### src/rtl/pent_pkg.sv
// Shared constants and types for the Pentagon-style memory pager.
package pent_pkg;

  typedef enum logic [1:0] {
    ST_IDLE    = 2'd0,
    ST_CAPTURE = 2'd1,
    ST_HOLD    = 2'd2
  } pent_state_t;

  // 7FFD is partially decoded: only A15 and A1 must be zero.
  localparam logic [15:0] PORT_7FFD_MASK = 16'h8002;
  localparam logic [15:0] PORT_EFF7      = 16'hEFF7;

  localparam int PAGE_MAX_W = 6;
  localparam logic [PAGE_MAX_W-1:0] PAGE_2 = 6'd2;
  localparam logic [PAGE_MAX_W-1:0] PAGE_5 = 6'd5;
  localparam logic [PAGE_MAX_W-1:0] PAGE_7 = 6'd7;

  localparam int EFF7_COMPAT_BIT = 2;
  localparam int EFF7_RAM0_BIT   = 3;

  localparam int P7FFD_SCR_BIT  = 3;
  localparam int P7FFD_ROM_BIT  = 4;
  localparam int P7FFD_LOCK_BIT = 5;

endpackage

### src/rtl/pent_strobe_sync.sv
// Two-flop synchroniser for the Z80 IORQ/WR pair plus rising-edge detect
// of the combined write strobe.
module pent_strobe_sync (
  input  logic clk,
  input  logic rst,
  input  logic iorq,
  input  logic wr,
  output logic strobe,
  output logic rise
);

  logic [1:0] sync1_reg;
  logic [1:0] sync2_reg;
  logic [1:0] fill_reg;
  logic       hist_reg;
  logic       strobe_raw;

  always_ff @(posedge clk or posedge rst) begin
    if (rst) begin
      sync1_reg <= 2'b11;
      sync2_reg <= 2'b11;
      fill_reg  <= 2'b00;
      hist_reg  <= 1'b1;
    end else begin
      sync1_reg <= {iorq, wr};
      sync2_reg <= sync1_reg;
      fill_reg  <= {fill_reg[0], 1'b1};
      hist_reg  <= strobe;
    end
  end

  assign strobe_raw = ~sync2_reg[1] & ~sync2_reg[0];

  // Until real pin samples reach the second stage the reset value of the
  // synchroniser is not trusted; report "active" so a strobe held across
  // reset release is never seen as a fresh edge.
  assign strobe = fill_reg[1] ? strobe_raw : 1'b1;
  assign rise   = strobe & ~hist_reg;

endmodule

### src/rtl/pent_pager.sv
// Pentagon-compatible 7FFD/EFF7 memory pager for 128K, 512K and 1024K RAM.
module pent_pager
  import pent_pkg::*;
#(
  parameter int RAM_KB   = 128,
  parameter int EXT_PORT = 1,
  localparam int PW      = $clog2(RAM_KB / 16)
) (
  input  logic          CLK_14MHZ,
  input  logic          RESET,
  input  logic          CPU_IORQ,
  input  logic          CPU_WR,
  input  logic [15:0]   A,
  input  logic [7:0]    D,
  output logic [PW-1:0] MA_PAGE,
  output logic          ROM_SEL,
  output logic          ROM_BANK,
  output logic          SCR_SEL,
  output logic          LOCKED,
  output logic [1:0]    PORT_WR
);

  if (!(RAM_KB == 128 || RAM_KB == 512 || RAM_KB == 1024)) begin : g_bad_ram_kb
    $error("pent_pager: RAM_KB must be 128, 512 or 1024");
  end

  pent_state_t state_reg;
  pent_state_t state_next;

  logic        strobe;
  logic        rise;
  logic        capture;
  logic        hit_7ffd;
  logic        hit_eff7;
  logic        compat;
  logic        lock_active;
  logic        write_ok;
  logic [7:0]  p7ffd_reg;
  logic [7:0]  eff7_reg;
  logic        locked_reg;
  logic [1:0]  port_wr_reg;
  logic [PAGE_MAX_W-1:0] sel_page;
  logic [PAGE_MAX_W-1:0] map_page;
  logic        rom_sel;
  logic        unused_bits;

  pent_strobe_sync u_sync (
    .clk    (CLK_14MHZ),
    .rst    (RESET),
    .iorq   (CPU_IORQ),
    .wr     (CPU_WR),
    .strobe (strobe),
    .rise   (rise)
  );

  always_ff @(posedge CLK_14MHZ or posedge RESET) begin
    if (RESET) state_reg <= ST_HOLD;
    else       state_reg <= state_next;
  end

  always_comb begin
    state_next = state_reg;
    case (state_reg)
      ST_IDLE:    if (rise) state_next = ST_CAPTURE;
      ST_CAPTURE: state_next = ST_HOLD;
      ST_HOLD:    if (!strobe) state_next = ST_IDLE;
      default:    state_next = ST_HOLD;
    endcase
  end

  always_comb begin
    capture = (state_reg == ST_CAPTURE);
  end

  assign hit_7ffd    = (A & PORT_7FFD_MASK) == 16'h0000;
  assign hit_eff7    = (EXT_PORT != 0) && (A == PORT_EFF7);
  assign compat      = (RAM_KB == 1024) && eff7_reg[EFF7_COMPAT_BIT];
  assign lock_active = (RAM_KB <= 512) || compat;
  assign write_ok    = !(locked_reg && lock_active);

  always_ff @(posedge CLK_14MHZ or posedge RESET) begin
    if (RESET) begin
      p7ffd_reg   <= 8'h00;
      eff7_reg    <= 8'h00;
      locked_reg  <= 1'b0;
      port_wr_reg <= 2'b00;
    end else begin
      port_wr_reg <= {capture && hit_eff7, capture && hit_7ffd};
      if (capture && hit_7ffd && write_ok) begin
        p7ffd_reg <= D;
        if (lock_active && D[P7FFD_LOCK_BIT]) locked_reg <= 1'b1;
      end
      if (capture && hit_eff7) eff7_reg <= D;
    end
  end

  // Page bits are assembled from the stored byte on every read, so leaving
  // compat mode brings the upper bits back.
  always_comb begin
    sel_page = {3'b000, p7ffd_reg[2:0]};
    if (RAM_KB == 512)
      sel_page = {1'b0, p7ffd_reg[7:6], p7ffd_reg[2:0]};
    else if (RAM_KB == 1024 && !compat)
      sel_page = {p7ffd_reg[5], p7ffd_reg[7:6], p7ffd_reg[2:0]};
  end

  always_comb begin
    rom_sel  = 1'b0;
    map_page = '0;
    case (A[15:14])
      2'b00:   rom_sel  = !eff7_reg[EFF7_RAM0_BIT];
      2'b01:   map_page = PAGE_5;
      2'b10:   map_page = PAGE_2;
      default: map_page = sel_page;
    endcase
  end

  assign MA_PAGE  = map_page[PW-1:0];
  assign ROM_SEL  = rom_sel;
  assign ROM_BANK = p7ffd_reg[P7FFD_ROM_BIT];
  assign SCR_SEL  = p7ffd_reg[P7FFD_SCR_BIT];
  assign LOCKED   = locked_reg;
  assign PORT_WR  = port_wr_reg;

  assign unused_bits = ^{map_page, eff7_reg[7:4], eff7_reg[1:0], A[13:0]};

endmodule

### config.mk
export PLATFORM = sky130hd
export DESIGN_NAME = pent_pager
export DESIGN_NICKNAME = d
export VERILOG_FILES = /design/src/rtl/pent_pkg.sv /design/src/rtl/pent_strobe_sync.sv /design/src/rtl/pent_pager.sv
export SDC_FILE = /design/constraint.sdc
export NUM_CORES = 1
export LEC_CHECK = 0
export ABC_CLOCK_PERIOD_IN_PS = 1600
export CAP_MARGIN = 20
export CELL_PAD_IN_SITES_DETAIL_PLACEMENT = 1
export CELL_PAD_IN_SITES_GLOBAL_PLACEMENT = 1
export CORE_ASPECT_RATIO = 1.75
export CORE_MARGIN = 3
export CORE_UTILIZATION = 27
export DETAILED_ROUTE_END_ITERATION = 10
export PLACE_DENSITY = 0.72
export SLEW_MARGIN = 20
export SYNTH_ARGS = -nofsm -noshare
export SYNTH_HDL_FRONTEND = slang
export SYNTH_SLANG_ARGS = --single-unit
### constraint.sdc
create_clock -name CLK_14MHZ -period 1.6 [get_ports CLK_14MHZ]
set_input_delay 0.24 -clock CLK_14MHZ [delete_from_list [all_inputs] [get_ports CLK_14MHZ]]
set_output_delay 0.24 -clock CLK_14MHZ [all_outputs]
set_load 0.01 [all_outputs]
Word-level counts from Yosys, hierarchy flattened
Cells that the tools add are included.
W data, S select, Z words.
{ "op_classes": {"n_eq_ne": 7, "muxes": 6, "n_bitwise": 5, "reduce_logical": 10} }
{ "op_table": {"columns": ["operator", "n"], "rows": [
  ["$eq A16 B16 Y1 const B", 1],
  ["$logic_not A16 Y1", 1],
  ["$pmux W3 S3", 1],
  ["$eq A2 B1 Y1 const B", 2],
  ["$eq A2 B2 Y1 const B", 2],
  ["$logic_not A2 Y1", 2],
  ["$mux W2", 2],
  ["$ne A2 B2 Y1 const B", 2],
  ["$pmux W2 S2", 1],
  ["$reduce_and A2 Y1", 2],
  ["$logic_and A1 B1 Y1", 3],
  ["$not A1 Y1", 3],
  ["$and A1 B1 Y1", 2],
  ["$logic_not A1 Y1", 2],
  ["$mux W1", 2]
]} }
{ "word_totals": {"regBits": 21, "input_bits": 28, "word_cells": 37} }

Logic depth before layout (Yosys ltp)
{ "depth": {"depth_word": 6, "depth_mapped": 4, "ltp_nobuf": 4} }

By module
A second synthesis with hierarchy kept.
{ "unflattened": {"cells_unflattened": 51, "area_unflattened_um2": 686.9} }
{ "modules_own_cells": {"columns": ["module", "instances", "cells_each", "area_each_um2", "seq_area_each_um2"], "rows": [
  ["pent_pager", 1, 40, 480.5, 276.5],
  ["pent_strobe_sync", 1, 11, 206.4, 181.4]
]} }

Worst setup path before layout
Ideal clock, no wire load.
{ "synth_timing": {"kind": "in2reg", "startpoint": "in A[3]", "endpoint": "reg eff7_reg[3]", "setup_time_ns": 0.128, "t_arrival_ns": 1.254, "slack_ns": 0.218, "cell_stages": 4, "path_buffers": 0, "cell_sequence": "nand4b_1 > or3_1 > nor3_2 > mux2_1"} }
{ "synth_between": {"elab_chain_cells": 2} }
{ "synth_rtl": {"columns": ["element", "line", "text"], "rows": [
  ["start, declared", "pent_pager.sv:13", "input logic [15:0] A,"],
  ["$eq A16 B16 Y1", "pent_pager.sv:76", "assign hit_eff7 = (EXT_PORT != 0) && (A == PORT_EFF7);"],
  ["$logic_and A1 B1 Y1", "pent_pager.sv:93", "if (capture && hit_eff7) eff7_reg <= D;"],
  ["end signal, assigned", "pent_pager.sv:84", "eff7_reg <= 8'h00;"],
  ["end signal, assigned", "pent_pager.sv:93", null],
  ["end, declared", "pent_pager.sv:39", "logic [7:0] eff7_reg;"]
]} }
No other way between the ends.
A chain may end at the register's enable or synchronous reset.

Worst setup path in the final report
{ "layout_timing": {"startpoint": "in A[5]", "endpoint": "reg eff7_reg[3]"} }
The elaborated chain is that of the path after synthesis.

==> metrics.txt <==
Post-Route WL 1740 µm; later-pin clock latency in the skew report 0.26 ns; PwrDens approximately 1100 mW/mm²; RSZ-0062 raised after global routing no; Reg clk slew, reported paths ~0.070 ns; gpl congestion approximately 0.67; H-tree depth 1; share of cells above drive strength 1 between 15 and 20%; first-pass GRT wire length around 2900 µm; CP Capture Type flip-flop; Pins Over Slew Limit 0; syn_nets 77; leakage dissipation 0.485 nW; largest net degree at the start of global routing 19; Pwr Total ~1.2 mW; Worst Path Arrival between 1.5 and 2 ns; CP required around 1.8 ns; Initial Util between 20 and 30%; Pre-Repair DR Iteration Count 2; run status complete, no violations; Area contributors post-synth dfrtp_1 45%, dfstp_2 23%, mux2_1 5.0%, a21boi_0 3.4%, nor4_4 3.2%; max reg flops 5; Fin. Hold Viols 0; crit share post-route 97.2%; Port Buffer Count 34; Synth Instances ~50; DP HPWL around 1300 µm; final antenna-violating net count 0; crit-path max FO 2; initial antenna violation count 0; post-layout util 48.1%; Final Setup Violations 0; Synth Warn # 0; vias in the first global route about 640; root buffer cell clkbuf_8; Final Net Count 120; Critical Path Slowest Stage Cell clkdlybuf4s50_1; Num CTS Buffers 3; postcts setup bufs 0; Die Footprint 0.00315 mm²; syn avg cell area ~14 µm²; Avg WL per Cell between 10 and 15 µm; top-area cell type share of the netlist area 44.7%; most frequent cells in the layout 29 x clkdlybuf4s50_1, 12 x dfrtp_1, 6 x dfstp_2; worst vdd ir about 0.68 mV; cts hold-fix bufs 0; drt initial violations 5; Die Ht ~72 µm; commonest non-fill, non-tap cell in the layout clkdlybuf4s50_1; Worst Path Class, Setup in -> reg; gr usage total ~13%; Yosys reg bits 18; Startpoint Class input pin; Via density between 4 and 5; antenna cell count 0; core area 0.00233 mm²; Rows 23; post-synthesis sequential area ratio 68.2%; CP peak stage delay roughly 0.47 ns; Layout area overhead 67.0%; die span in x roughly 44 µm; setup_tns 0 ns; max_cap viols 0; clock sinks 18; critical path, cell by cell clkdlybuf4s50_1 > nand4b_1 > or3_1 > nor3_2 > mux2_1; minimum clock period between 1.5 and 2 ns; clk buf depth 2; io pins 37; CTS tree done; cell taking the most area after synthesis dfrtp_1; # resized after CTS 7; Synth cell types 17; synthesized cell area 672 µm²; skew final 0.00565 ns; grt ovf 0; routed vias 549; HP Class in -> async; fmax 0.643 GHz; Post-route DRC 0
## layout make-up
class / instances / area, µm²
fillers: 252 / 1210
flip-flops and latches: 18 / 458
repair buffers: 38 / 364
multi-input cells: 27 / 199
clock buffers: 4 / 55.1
well taps: 25 / 31.3
inverters: 4 / 15.0
## power by group
| group | internal, mW | switching (mW) | leakage, nW |
|---|---|---|---|
| combinational | 0.164 | 0.116 | 0.244 |
| sequential | 0.548 | 0.0435 | 0.213 |
| clock | 0.219 | 0.155 | 0.0288 |
## worst max-delay path, delay by kind of cell
family / cells / cell delay (ns)
buffers and inverters: 1 / 0.47
muxes: 1 / 0.34
and+or+nand+nor: 3 / 0.66
## kinds of logic (layout without fill, tap and decap cells)
group	after synthesis	in the layout	synth area share [%]
AO/OA/AOI/OAI	9	9	8.57
other	1	1	0.558
buffers and inverters	4	46	2.23
multiplexers	3	3	5.03
AND/OR/NAND/NOR	14	14	15.5
flip-flops	18	18	68.2
## layer usage
layer | global-route usage (%) | share of wire (%) | vias up | wire length (µm)
li1 | - | - | 254 | -
met3 | 2.73 | 5.8 | 6 | 101
met5 | 0 | 0 | - | 0
met1 | 12.8 | 36 | 268 | 625
met2 | 21.8 | 55 | 21 | 951
met4 | 10.1 | 3.3 | 0 | 58
## through the flow
step           worst slack [ns]  instances  hold slack [ns]  instance area, µm²
3_5_place_dp             -0.340        112            0.348                1070
5_1_grt                 0.00172        116            0.329                1120
6_report                 0.0450        116            0.297                1120
2_1_floorplan             0.218         49            0.174                 672
4_1_cts                  0.0356        116            0.306                1120
3_3_place_gp             -0.330        112            0.332                1070
## path summary, 6_finish.rpt
check	from	endpoint	slack, ns	depth (start not counted)
min in group CLK_14MHZ	u_sync.sync1_reg[0]	u_sync.sync2_reg[0]	0.36	0
hold reg to reg	u_sync.sync1_reg[0]	u_sync.sync2_reg[0]	0.36	0
setup reg to reg	state_reg[1]	p7ffd_reg[4]	0.26	3
setup / recovery	A[5]	eff7_reg[3]	0.04	5
max in group asynchronous	RESET	state_reg[1]	1.05	3
hold / removal	RESET	LOCKED	0.30	3
## synth_stat cells
library cell,number
dfrtp_1,12
dfstp_2,6
inv_1,4
o21ai_0,4
a21boi_0,3
mux2_1,3
nand2_1,3
a21o_1,2
nand4_1,2
nand4b_1,2
nor3_1,2
conb_1,1
nand2b_1,1
nor3_2,1
nor4_4,1
nor4b_1,1
or3_1,1
Power figures use the tool's default switching activity.
